[src/rtl/icu_pkg.sv]
// Shared definitions for the instruction-cache fill sequencer.
package icu_pkg;

  localparam int LINE_WORDS = 4;

  // Half-row write strobes of the 64-bit data RAM.
  localparam logic [1:0] WE_UPPER = 2'b10;
  localparam logic [1:0] WE_LOWER = 2'b01;

  typedef enum logic [2:0] {
    IDLE,
    REQ,
    FILL,
    DONE,
    ERR
  } state_t;

endpackage

[src/rtl/icu_fill_ctl.sv]
// I-cache line fill sequencer: requests a line from the BIU and writes its
// four words into the 64-bit-row data RAM through the 32-bit half-row port.
module icu_fill_ctl
  import icu_pkg::*;
#(
  parameter int ADR_MSB    = 8,
  parameter int LINE_WORDS = 4
) (
  input  logic                 clk,
  input  logic                 reset,
  input  logic                 miss_req,
  input  logic [ADR_MSB-4:0]   miss_adr,
  output logic                 miss_ack,
  output logic                 busy,
  output logic                 biu_req,
  output logic [ADR_MSB:0]     biu_adr,
  input  logic                 biu_gnt,
  input  logic                 biu_valid,
  input  logic [31:0]          biu_data,
  input  logic                 biu_err,
  output logic [ADR_MSB-3:0]   ram_adr,
  output logic [31:0]          ram_di,
  output logic [1:0]           ram_we,
  output logic                 ram_enable,
  output logic                 fill_done,
  output logic                 fill_err
);

  localparam logic [1:0] LAST_WORD = 2'(LINE_WORDS - 1);

  state_t               state_q, state_d;
  logic [ADR_MSB-4:0]   line_q, line_d;
  logic [1:0]           wcnt_q, wcnt_d;

  logic                 miss_ack_d, busy_d, biu_req_d;
  logic [ADR_MSB:0]     biu_adr_d;
  logic [ADR_MSB-3:0]   ram_adr_d;
  logic [31:0]          ram_di_d;
  logic [1:0]           ram_we_d;
  logic                 ram_enable_d, fill_done_d, fill_err_d;

  // Every output is computed here one cycle ahead and registered below.
  always_comb begin
    // NOTE: every variable gets a default before the case so no path leaves it unassigned (no latches).
    state_d      = state_q;
    line_d       = line_q;
    wcnt_d       = wcnt_q;
    miss_ack_d   = 1'b0;
    biu_req_d    = 1'b0;
    biu_adr_d    = '0;
    ram_adr_d    = '0;
    ram_di_d     = '0;
    ram_we_d     = '0;
    ram_enable_d = 1'b0;
    fill_done_d  = 1'b0;
    fill_err_d   = 1'b0;

    unique case (state_q)
      IDLE: begin
        if (miss_req) begin
          state_d    = REQ;
          line_d     = miss_adr;
          miss_ack_d = 1'b1;
          biu_req_d  = 1'b1;
          biu_adr_d  = {miss_adr, 4'b0000};
        end
      end
      REQ: begin
        if (biu_gnt) begin
          state_d = FILL;
          wcnt_d  = '0;
        end else begin
          biu_req_d = 1'b1;
          biu_adr_d = {line_q, 4'b0000};
        end
      end
      FILL: begin
        if (biu_valid && biu_err) begin
          state_d    = ERR;
          fill_err_d = 1'b1;
        end else if (biu_valid) begin
          // Even words land in the upper half of a row, odd words in the lower.
          ram_enable_d = 1'b1;
          ram_di_d     = biu_data;
          ram_adr_d    = {line_q, wcnt_q[1]};
          ram_we_d     = wcnt_q[0] ? WE_LOWER : WE_UPPER;
          wcnt_d       = wcnt_q + 2'd1;
          if (wcnt_q == LAST_WORD) begin
            state_d     = DONE;
            fill_done_d = 1'b1;
          end
        end
      end
      DONE:    state_d = IDLE;
      ERR:     state_d = IDLE;
      default: state_d = IDLE;
    endcase

    busy_d = (state_d != IDLE);
  end

  always_ff @(posedge clk or posedge reset) begin
    if (reset) begin
      state_q    <= IDLE;
      line_q     <= '0;
      wcnt_q     <= '0;
      miss_ack   <= 1'b0;
      busy       <= 1'b0;
      biu_req    <= 1'b0;
      biu_adr    <= '0;
      ram_adr    <= '0;
      ram_di     <= '0;
      ram_we     <= '0;
      ram_enable <= 1'b0;
      fill_done  <= 1'b0;
      fill_err   <= 1'b0;
    end else begin
      // NOTE: non-blocking assignments so every register samples pre-edge values.
      state_q    <= state_d;
      line_q     <= line_d;
      wcnt_q     <= wcnt_d;
      miss_ack   <= miss_ack_d;
      busy       <= busy_d;
      biu_req    <= biu_req_d;
      biu_adr    <= biu_adr_d;
      ram_adr    <= ram_adr_d;
      ram_di     <= ram_di_d;
      ram_we     <= ram_we_d;
      ram_enable <= ram_enable_d;
      fill_done  <= fill_done_d;
      fill_err   <= fill_err_d;
    end
  end

endmodule

[config.mk]
export PLATFORM = sky130hd
export DESIGN_NAME = icu_fill_ctl
export DESIGN_NICKNAME = d
export VERILOG_FILES = /design/src/rtl/icu_pkg.sv /design/src/rtl/icu_fill_ctl.sv
export SDC_FILE = /design/constraint.sdc
export NUM_CORES = 1
export LEC_CHECK = 0
export BUFFER_PORTS_ARGS = -buffer_cell sky130_fd_sc_hd__clkbuf_2
export CAP_MARGIN = 10
export CORE_AREA = 2 2 80 67
export DETAILED_ROUTE_END_ITERATION = 7
export DIE_AREA = 0 0 82 69
export PLACE_DENSITY = 0.85
export REMOVE_ABC_BUFFERS = 1
export SLEW_MARGIN = 10
export SYNTH_ARGS = -nofsm -noshare
export SYNTH_HDL_FRONTEND = slang
export SYNTH_SLANG_ARGS = --single-unit
[constraint.sdc]
create_clock -name clk -period 2.7 [get_ports clk]
set_input_delay 0.81 -clock clk [delete_from_list [all_inputs] [get_ports clk]]
set_output_delay 0.81 -clock clk [all_outputs]
set_load 0.05 [all_outputs]
# After elaboration in Yosys (flattened, before gate mapping)
# Cells that the tools add are included.
[totals]
reg_bits = 65
input_bits = 43
output_inout_bits = 55
elab_cells = 62
[op_classes]
add_sub_neg = 1
eq_ne = 6
muxes = 36
n_reduce_logical = 6
[op_table]
columns = ["op", "count"]
rows = [
  ["two-way mux 32 bit", 3],
  ["two-way mux 6 bit", 3],
  ["two-way mux 9 bit", 2],
  ["case mux 9 bit (2 select lines)", 1],
  ["two-way mux 3 bit", 5],
  ["two-way mux 2 bit", 7],
  ["two-way mux 1 bit", 12],
  ["case mux 3 bit (3 select lines)", 1],
  ["!= test 2 bit (second input constant)", 3],
  ["case mux 2 bit (2 select lines)", 1],
  ["AND reduction 4 bit", 1],
  ["== test 3 x 1 -> 1 bit (second input constant)", 1],
  ["== test 3 x 2 -> 1 bit (second input constant)", 1],
  ["logical NOT 3 bit", 1],
  ["nonzero test 3 bit", 1],
  ["adder 2 x 1 -> 2 bit (second input constant)", 1],
  ["== test 2 bit (second input constant)", 1],
  ["case mux 1 bit (2 select lines)", 1],
  ["AND reduction 2 bit", 1],
  ["nonzero test 2 bit", 1],
  ["logical AND 1 bit", 1],
]

# Depth between registers and ports, before layout
# Gate-level depths: netlist of the first run.
[logic_depth]
depth_word = 6
ltp_mapped = 6
ltp_nobuf = 4

# Worst setup path after synthesis of the first run
# OpenSTA, ideal clock, no wires.
[synth_timing]
path_type = "input-to-reg"
startpoint = "input miss_req"
endpoint = "register state_q[0]"
setup_ps = 118
arrival_ps = 1669
t_required_ps = 2582
path_slack_ps = 913
stages = 5
path_buffers = 1
cell_sequence = "or4b_1 -> clkbuf_1 -> inv_2 -> or2_2 -> a21o_1"
[synth_via]
elab_chain_len = 2
[synth_rtl]
columns = ["element", "line", "rtl"]
rows = [
  ["start, declared", "icu_fill_ctl.sv:11", "input logic miss_req,"],
  ["two-way mux 3 bit", "icu_fill_ctl.sv:60", "if (miss_req) begin"],
  ["case mux 3 bit (3 select lines)", "icu_fill_ctl.sv:58", "unique case (state_q)"],
  ["named net state_d[0]", "icu_fill_ctl.sv:31", "state_t state_q, state_d;"],
  ["end signal, assigned", "icu_fill_ctl.sv:119", "state_q <= state_d;"],
  ["end, declared", "icu_fill_ctl.sv:31", ""],
]
# The timed path passes the listed nets, and every way through them passes these cells.
# A chain may end at the register's enable or synchronous reset.

# Worst setup path after layout of the first run
[layout_timing]
startpoint = "register ram_di[5]"
endpoint = "output ram_di[5]"
[layout_rtl]
columns = ["element", "line", "rtl"]
rows = [
  ["start, declared", "icu_fill_ctl.sv:22", "output logic [31:0] ram_di,"],
  ["start signal, assigned", "icu_fill_ctl.sv:127", "ram_di <= ram_di_d;"],
]
# No word-level cell between the ends.

==> metrics.cfg, run 1 <==
[status]
outcome=completed

[critical_path]
critPathMaxStageDelay_ns=0.36
worst-path-buf-inv=1
crit_family=flip-flops
criticalPathCategory=register to output port
start_kind=register
crit_start=ram_di[5]
cp_max_fo=1
timing.rr.start=state_q[0]
critPathSlowestCell=dfrtp_1
crit_chain=clkbuf_2
critPathCaptureType=output port
worstPathRequired_ns=1.89
arrival_ns=0.95

[power_and_ir_drop]
powerDensity_nw_per_um2=913.2
ir_drop_v=0.0003798
static-leakage-power_nw=1.655

[cts]
cts_made_buffers=9
ctsLongestPathBuffers=2
root_buffer=clkbuf_8
ctsHtreeMaxLevel=3
ctsResizeCount=0
cts_tree=yes
cts_sinks=61
clk_latency_ns=0.32
clkTransAtPathRegs_ns=0.06
cts_hold_buffers=0
post_cts_buffers=0

[placement]
dp.final_hpwl_um=2919
port_buffers=93
gp_congestion=0.7419

[floorplan]
boundaryPins=98
die_w_um=82
start_util=0.4428
row_count=23
die_h_um=69
die_area_um2=5658
fp.coreArea_um2=4835

[synth]
postSynthCellCount=162
synth_seq_cells=61
yosys.area.top_type_share=0.7130
synth_area_leaders=dfrtp_1 (71%), and2_1 (12%), nand2_1 (4.9%)
yosys.area.top_type=dfrtp_1
netlist_area_um2=2141
syn-mean-instance-area_um2=13.21
ys_seq_area_frac=0.7130
ys_types=25
ys_warn_count=0

[final_layout]
diodes=0
post-route-util=0.5893
drive_gt1_frac=0.4403
nNetsFinal=307
synthToLayoutAreaGrowth_pct=33.08

[worst_hold_path]
min_path_type=input pin to async pin

[sta]
fmax_mhz=566.6
hold_viol_final=0
finalMaxSlewViolations=0
skew_ns=0.005211
fin_crit_sh=0.6537
fin_crit_ns=1.765
rsz0062_at_grt=false
finalSetupTns_ns=0
setup_viol=0

[drt]
detail_route.wl_per_cell_um=11.82
via_per_inst=4.327
dr.pass1.iters=4
drtIter0Drc=45
drc=0
drt-total-wl_um=3902
num_vias=1428
antenna_left=0

[run]
drv_cap=0

[grt]
antenna_found_initial=0
grt_max_degree=46
grt_pass1_wl_um=6196
grt_use_total=0.1487
gr-total-overflow=0
first_global_vias=1439

[cells by family (layout without fill, tap and decap cells)]
kind of cell | Yosys count | count (layout) | synth area share
AND/OR/NAND/NOR | 82 | 82 | 0.2168
flip-flops | 61 | 61 | 0.7130
buffers and inverters | 12 | 115 | 0.04383
AO/OA/AOI/OAI | 3 | 3 | 0.009352
multiplexers | 2 | 2 | 0.009352
adder cells (fa/ha/maj) | 1 | 1 | 0.005844
other | 1 | 4 | 0.001752
[final cells by class]
cell class | instances | area [um2]
timing repair buffer | 97 | 495.5
inverter | 2 | 7.507
clock inverter | 4 | 45.04
multi-input combinational | 92 | 531.8
clock buffer | 12 | 165.2
tap | 62 | 77.57
sequential | 61 | 1526
fill | 427 | 1986
[layer usage]
layer / part of all wire / global-route usage / up-vias
met5: 0 / 0 / -
met4: 0.011 / 0.05926 / 0
met3: 0.081 / 0.07723 / 4
met2: 0.51 / 0.2584 / 57
met1: 0.40 / 0.1455 / 672
li1: - / - / 695
[per-stage QoR]
step / setup WS (ns) / hold slack [ns] / cell area, um2 / cells / total power [mW]
5_1_grt: 0.8509 / 0.3796 / 2849 / 330 / 2.745
6_report: 0.9351 / 0.3810 / 2849 / 330 / 2.602
2_1_floorplan: 0.3770 / 0.4595 / 2066 / 155 / 1.624
3_5_place_dp: 0.7838 / 0.4828 / 2639 / 314 / 1.816
4_1_cts: 0.9194 / 0.3662 / 2849 / 330 / 2.638
3_3_place_gp: 0.8101 / 0.4795 / 2639 / 314 / 1.796
[power breakdown]
| part | switching, mW | internal (mW) | total (mW) | leakage [nW] |
|---|---|---|---|---|
| Combinational | 0.471 | 0.175 | 0.646 | 0.714 |
| Clock | 0.317 | 0.497 | 0.814 | 0.112 |
| Sequential | 0.0899 | 1.05 | 1.14 | 0.829 |
[Yosys cell counts]
library cell,n
nand3_1,1
ha_1,1
a21oi_1,1
nor3b_4,1
or4b_1,1
nand3b_1,2
nor2_1,3
clkbuf_1,1
inv_1,1
and2_1,40
buf_4,5
buf_6,4
or2_2,1
mux2i_1,2
inv_2,1
nor3_1,1
nand4bb_1,1
nor4b_1,1
a211oi_1,1
dfrtp_1,61
a21o_1,1
or3b_4,1
nor2b_1,1
nand2_1,28
conb_1,1
[path summary, 6_finish.rpt]
| path | slack [ns] | cells past startpoint | end |
|---|---|---|---|
| max | 0.94 | 1 | ram_di[5] |
| min | 0.38 | 2 | ram_adr[0] |
| max reg2reg | 0.96 | 4 | wcnt_q[1] |
| min reg2reg | 0.50 | 2 | biu_adr[7] |
| max in group asynchronous | 1.71 | 3 | ram_di[11] |
| min in group clk | 0.50 | 2 | biu_adr[7] |
[flip-flops by register name, indices dropped and copies added, names as in the netlist]
name	flops
miss_ack	1
line_q	5
ram_di	32
fill_done	1
biu_req	1
ram_enable	1
wcnt_q	2
state_q	3
fill_err	1
biu_adr	5
ram_adr	6
busy	1
ram_we	2
[layout by cell type (no fill, tap or decap), drive strengths merged, types with 2 or more instances in the layout]
master,instances
nand3b,2
inv,2
nand2,28
dfrtp,61
buf,4
conb,4
clkinv,3
and2,40
clkbuf,105
nor2,3
mux2i,2
Power figures use the tool's default switching activity.
==> inputs of run 2 (changes only) <==
--- a/config.mk
+++ b/config.mk
@@ -5,12 +5,13 @@
 export SDC_FILE = /design/constraint.sdc
 export NUM_CORES = 1
 export LEC_CHECK = 0
+export ABC_AREA = 1
 export BUFFER_PORTS_ARGS = -buffer_cell sky130_fd_sc_hd__clkbuf_2
 export CAP_MARGIN = 10
-export CORE_AREA = 2 2 80 67
+export CORE_AREA = 2 2 84 70
 export DETAILED_ROUTE_END_ITERATION = 7
-export DIE_AREA = 0 0 82 69
-export PLACE_DENSITY = 0.85
+export DIE_AREA = 0 0 86 72
+export PLACE_DENSITY = 0.83
 export REMOVE_ABC_BUFFERS = 1
 export SLEW_MARGIN = 10
 export SYNTH_ARGS = -nofsm -noshare
==> constraint.sdc (replaced) <==
create_clock -name clk -period 1.56 [get_ports clk]
set_input_delay 0.468 -clock clk [delete_from_list [all_inputs] [get_ports clk]]
set_output_delay 0.468 -clock clk [all_outputs]
set_load 0.05 [all_outputs]
==> run 2 against run 1 <==
First-iteration DRC count is 36% higher; critical endpoint is now ram_di[19]; sequential power is 69% higher; clock skew increased by 0.0017 ns; largest power group unchanged.
==> metrics.cfg, run 2 <==
[status]
outcome=completed  ; unchanged

[cts]
root_buffer=clkbuf_8  ; unchanged
cts_tree=yes  ; unchanged
ctsLongestPathBuffers=2  ; unchanged
cts_hold_buffers=0  ; unchanged
ctsResizeCount=0  ; unchanged
cts_made_buffers=9  ; unchanged
ctsHtreeMaxLevel=3  ; unchanged
cts_sinks=61  ; unchanged
clk_latency_ns=0.32  ; about the same
clkTransAtPathRegs_ns=0.06  ; about the same
post_cts_buffers=0  ; unchanged

[power_and_ir_drop]
internal_power_mw=2.659  ; was 1.724 mW
p_switching_mw=1.579  ; was 877.7 uW
clock_power_share=0.263  ; was 0.313
ir_drop_v=0.0008584  ; was 0.0003798 V
seqPwrFrac=0.455  ; was 0.439
p_total_mw=4.238  ; was 2.602 mW
powerDensity_nw_per_um2=1482  ; was 913.2 nW/um2
p_comb_frac=0.281  ; was 0.248
static-leakage-power_nw=1.807  ; was 1.655 nW
switching_share=0.3725  ; was 0.3374

[critical_path]
arrival_ns=0.94  ; was 0.95 ns
critPathSlowestCell=dfrtp_1  ; unchanged
crit_family=flip-flops  ; unchanged
critPathMaxStageDelay_ns=0.34  ; was 0.36 ns
start_kind=register  ; unchanged
crit_chain=clkbuf_2  ; unchanged
worstPathRequired_ns=1.09  ; was 1.89 ns
criticalPathCategory=register to output port  ; unchanged
cp_max_fo=1  ; unchanged
critPathCaptureType=output port  ; unchanged
worst-path-buf-inv=1  ; unchanged

[placement]
port_buffers=93  ; unchanged
gp_congestion=0.7261  ; was 0.7419
dp.final_hpwl_um=2987  ; was 2919 um

[final_layout]
nNetsFinal=350  ; was 307
largest_reg_flops=32  ; unchanged
diodes=0  ; unchanged
fillCellCount=469  ; was 427
drive_gt1_frac=0.3762  ; was 0.4403
regMostFlops=ram_di  ; unchanged
reg.largest.list=ram_di (32), ram_adr (6)  ; unchanged
synthToLayoutAreaGrowth_pct=30.63  ; was 33.08%
final_cell_mix=clkbuf_2 (93), dfrtp_1 (61), inv_1 (49)  ; was clkbuf_2 (93), dfrtp_1 (61), and2_1 (40)
layout_commonest_cell=clkbuf_2  ; unchanged

[sta]
hold_viol_final=0  ; unchanged
skew_ns=0.006955  ; was 0.005211 ns
fin_crit_sh=0.9025
fin_crit_ns=1.408
rsz0062_at_grt=false  ; unchanged
setup_viol=0  ; unchanged
hold_ws_ns=0.1786  ; was 0.3810 ns
finalMaxSlewViolations=0  ; unchanged
fmax_mhz=710.3

[drt]
drt-total-wl_um=4085  ; was 3902 um
drtIter0Drc=61  ; was 45
num_vias=1584  ; was 1428
antenna_left=0  ; unchanged
drc=0  ; unchanged
detail_route.wl_per_cell_um=10.86  ; was 11.82 um
dr.pass1.iters=4  ; unchanged
via_per_inst=4.213  ; was 4.327

[floorplan]
fp.coreArea_um2=5315  ; was 4835 um2
boundaryPins=98  ; unchanged
row_count=24  ; was 23
die_area_um2=6192  ; was 5658 um2
die_w_um=86  ; was 82 um
start_util=0.4120  ; was 0.4428
die_h_um=72  ; was 69 um

[synth]
synth_enable_flop_cells=0  ; unchanged
ys_types=17  ; was 25
ys_seq_area_frac=0.6971  ; was 0.7130
ys_warn_count=0  ; unchanged
yosys.area.top_type_share=0.6971  ; was 0.7130
synth_area_leaders=dfrtp_1 (70%), inv_1 (8.6%), nor2_1 (7.5%)  ; was dfrtp_1 (71%), and2_1 (12%), nand2_1 (4.9%)
synthFlopType=dfrtp_1  ; unchanged
postSynthCellCount=206  ; was 162
syn-mean-instance-area_um2=10.63  ; was 13.21 um2
synth.most_common_cell=dfrtp_1  ; unchanged
yosys.area.top_type=dfrtp_1  ; unchanged
async_reset_ff_frac=1.000  ; unchanged
netlist_area_um2=2190  ; was 2141 um2
synth_common_cells=dfrtp_1 (61), inv_1 (50), nor2_1 (44)  ; was dfrtp_1 (61), and2_1 (40), nand2_1 (28)
synth_seq_cells=61  ; unchanged

[grt]
grt_use_total=0.1406  ; was 0.1487
gr-total-overflow=0  ; unchanged
antenna_found_initial=0  ; unchanged
grt_pass1_wl_um=6513  ; was 6196 um
first_global_vias=1526  ; was 1439
grt_max_degree=62  ; was 46

[run]
drv_cap=0  ; unchanged

[worst_hold_path]
min_path_type=input pin to async pin  ; unchanged

## run 2: kinds of logic after synthesis
kind of cell / after synthesis / share of synthesized area
and+or+nand+nor: 72 / 0.1440
DFF: 61 / 0.6971
other: 1 / 0.001713
AOI/OAI and AO/OA: 10 / 0.02285
buffers and inverters: 61 / 0.1286
adders and majority gates: 1 / 0.005713
## run 2: power by group through the flow
stage               sequential, mW  combinational (mW)  clock (mW)
detailed placement            1.96                1.20           0
global route                  1.95                1.29        1.25
floorplan                     2.45               0.382           0
CTS                           1.93                1.21        1.16
finish                        1.93                1.19        1.12
global placement              1.95                1.17           0
## run 2: layout make-up
cell class,count,area [um2],share of cell area
flip-flops and latches,61,1526,0.5337
repair buffers,95,505.5,0.1767
multi-input cells,87,392.9,0.1374
inverters,52,195.2,0.06824
clock buffers,11,131.4,0.04593
well taps,65,81.33,0.02843
clock inverters,5,27.53,0.009624
## run 2: metrics by stage
step,TNS (ns),setup slack (ns),instances,area (um2),utilization
floorplan,-25.68,-0.4210,200,2115,-
global placement,0,0.2218,360,2701,0.5082
detailed placement,0,0.1525,360,2701,0.5082
CTS,0,0.1272,376,2860,0.5381
global route,0,0.09224,376,2860,0.5381
finish,0,0.1521,376,2860,0.5381
## run 2: final timing paths
check / startpoint / to / slack [ns] / cells past startpoint
max: ram_di[19] / ram_di[19] / 0.15 / 1
min: reset / ram_di[31] / 0.18 / 3
max reg2reg: state_q[0] / ram_di[27] / 0.27 / 4
min reg2reg: line_q[3] / ram_adr[4] / 0.51 / 2
max in group asynchronous: reset / fill_err / 1.11 / 3
min in group clk: biu_data[30] / ram_di[30] / 0.33 / 3
## run 2: layer usage
| layer | part of all wire | routed length [um] | track usage | vias up |
|---|---|---|---|---|
| met5 | 0 | 0 | 0 | - |
| met4 | 0.0027 | 11 | 0.03704 | 0 |
| met3 | 0.088 | 358 | 0.08646 | 2 |
| met2 | 0.51 | 2080 | 0.2291 | 68 |
| met1 | 0.40 | 1634 | 0.1560 | 734 |
| li1 | - | - | - | 780 |
==> inputs of run 3 (changes only) <==
--- a/config.mk
+++ b/config.mk
@@ -8,9 +8,9 @@
 export ABC_AREA = 1
 export BUFFER_PORTS_ARGS = -buffer_cell sky130_fd_sc_hd__clkbuf_2
 export CAP_MARGIN = 10
-export CORE_AREA = 2 2 84 70
+export CORE_AREA = 5 5 87 73
 export DETAILED_ROUTE_END_ITERATION = 7
-export DIE_AREA = 0 0 86 72
+export DIE_AREA = 0 0 92 78
 export PLACE_DENSITY = 0.83
 export REMOVE_ABC_BUFFERS = 1
 export SLEW_MARGIN = 10
==> constraint.sdc (replaced) <==
create_clock -name clk -period 1.23 [get_ports clk]
set_input_delay 0.369 -clock clk [delete_from_list [all_inputs] [get_ports clk]]
set_output_delay 0.369 -clock clk [all_outputs]
set_load 0.05 [all_outputs]
==> run 3 against run 2 <==
Via count up 2.5%; largest cell class unchanged; die area up 16%; power up 42%; combinational power up 65%; critical path type unchanged; the flow now finishes with violations (setup timing).
==> metrics.cfg, run 3 (synthesized netlist as in run 2, its figures left out) <==
[final_layout]
reg.largest.list=ram_di (32), ram_adr (6)  ; unchanged
regMostFlops=ram_di  ; unchanged
largest_reg_flops=32  ; unchanged
synthToLayoutAreaGrowth_pct=56.34  ; was 30.63%
fillCellCount=407  ; was 469
multi_input_area_um2=405.4  ; was 392.9 um2
final_cell_mix=dfrtp_1 (60), buf_8 (51), inv_1 (49)  ; was clkbuf_2 (93), dfrtp_1 (61), inv_1 (49)
layout_commonest_cell=dfrtp_1  ; was clkbuf_2
post-route-util=0.6404  ; was 0.5381
nNetsFinal=352  ; was 350
seq_area_um2=1528  ; was 1526 um2
diodes=0  ; unchanged
drive_gt1_frac=0.3859  ; was 0.3762

[drt]
drtIter0Drc=72  ; was 61
detail_route.wl_per_cell_um=13.69  ; was 10.86 um
drc=0  ; unchanged
num_vias=1624  ; was 1584
antenna_left=0  ; unchanged
via_per_inst=4.319  ; was 4.213
dr.pass1.iters=5  ; was 4
drt-total-wl_um=5148  ; was 4085 um

[critical_path]
critPathCaptureType=output port  ; unchanged
criticalPathCategory=register to output port  ; unchanged
crit_family=flip-flops  ; unchanged
critPathMaxStageDelay_ns=0.41  ; was 0.34 ns
crit_chain=buf_8  ; was clkbuf_2
worstPathRequired_ns=0.86  ; was 1.09 ns
start_kind=register  ; unchanged
arrival_ns=0.89  ; was 0.94 ns
worst-path-buf-inv=1  ; unchanged
cp_max_fo=1  ; unchanged
critPathSlowestCell=dfrtp_1  ; unchanged

[sta]
rsz0062_at_grt=true  ; was false
finalSetupTns_ns=-0.3266  ; was 0 ns
hold_viol_final=0  ; unchanged
finalMaxSlewViolations=0  ; unchanged
skew_ns=0.008607  ; was 0.006955 ns
setup_viol=33  ; was 0
fin_crit_sh=1.027
timing.final.ws_setup_ns=-0.03284  ; was 0.1521 ns
fin_crit_ns=1.263
fmax_mhz=791.9

[grt]
grt_max_degree=62  ; unchanged
antenna_found_initial=0  ; unchanged
grt_pass1_wl_um=8169  ; was 6513 um
first_global_vias=1755  ; was 1526
grt_use_total=0.1456  ; was 0.1406
gr-total-overflow=0  ; unchanged

[cts]
cts_tree=yes  ; unchanged
root_buffer=clkbuf_8  ; unchanged
ctsLongestPathBuffers=2  ; unchanged
clkTransAtPathRegs_ns=0.06  ; about the same
clk_latency_ns=0.32  ; about the same
cts_sinks=61  ; unchanged
ctsHtreeMaxLevel=3  ; unchanged
cts_made_buffers=9  ; unchanged

[status]
outcome=finished with violations  ; was completed
failed_checks=setup timing

[floorplan]
die_area_um2=7176  ; was 6192 um2
row_count=24  ; unchanged
boundaryPins=98  ; unchanged
die_w_um=92  ; was 86 um
start_util=0.4096  ; was 0.4120
die_h_um=78  ; was 72 um
fp.coreArea_um2=5345  ; was 5315 um2

[placement]
pre_cts_ws_ns=0.04023  ; was 0.1525 ns
dp.final_hpwl_um=3416  ; was 2987 um
port_buffers=93  ; unchanged
gp_congestion=0.8161  ; was 0.7261

[power_and_ir_drop]
static-leakage-power_nw=1.960  ; was 1.807 nW
ir_drop_v=0.0008050  ; was 0.0008584 V
powerDensity_nw_per_um2=1752  ; was 1482 nW/um2

[worst_hold_path]
min_path_type=input pin to async pin  ; unchanged

[run]
drv_cap=0  ; unchanged

## run 3: worst paths after layout
path | start | to | slack, ns | depth (start not counted)
worst max-delay path | ram_adr[3] | ram_adr[3] | -0.03 | 1
worst min-delay path | reset | ram_di[28] | 0.07 | 3
worst max register to register | state_q[0] | ram_di[23] | 0.06 | 4
worst min register to register | line_q[2] | ram_adr[3] | 0.50 | 2
max in group asynchronous | reset | state_q[0] | 0.88 | 3
min in group clk | biu_data[0] | ram_di[0] | 0.23 | 3
## run 3: area by class of cell
cell class,count,area share
Inverter,52,0.05848
Clock buffer,12,0.04532
Clock inverter,2,0.002924
Tap cell,65,0.02376
Sequential cell,61,0.4463
Multi-Input combinational cell,87,0.1184
Timing Repair Buffer,97,0.3048
## run 3: through the flow
stage	hold slack, ns	area (um2)	cells	power, mW
finish	0.07009	3423	376	5.997
global route	0.08626	3423	376	6.317
CTS	0.07799	3341	376	5.866
detailed placement	0.4357	2729	362	4.056
global placement	0.4338	2729	362	4.004
floorplan	0.4656	2115	200	3.591
## run 3: where the power goes
group / internal (mW) / leakage, nW / total (mW) / switching [mW]
clock: 0.812 / 0.0881 / 1.50 / 0.687
sequential: 2.32 / 0.829 / 2.54 / 0.222
combinational: 0.740 / 1.04 / 1.96 / 1.22
total: 3.87 / 1.96 / 6.00 / 2.13
## run 3: repair_timing
item / 4_1_cts / 5_1_grt
pin swaps: 0 / 1
setup endpoints to repair: 51 / 63
hold endpoints to repair: 0 / 0
hold buffers: 0 / 0
setup buffers: 0 / 0
gates resized for setup: 102 / 57
## run 3: routing by layer
layer / vias up / wire [um] / global-route usage
li1: 784 / - / -
met5: - / 0 / 0
met3: 7 / 385 / 0.06480
met2: 70 / 2778 / 0.2573
met4: 0 / 45 / 0.04451
met1: 763 / 1939 / 0.1578
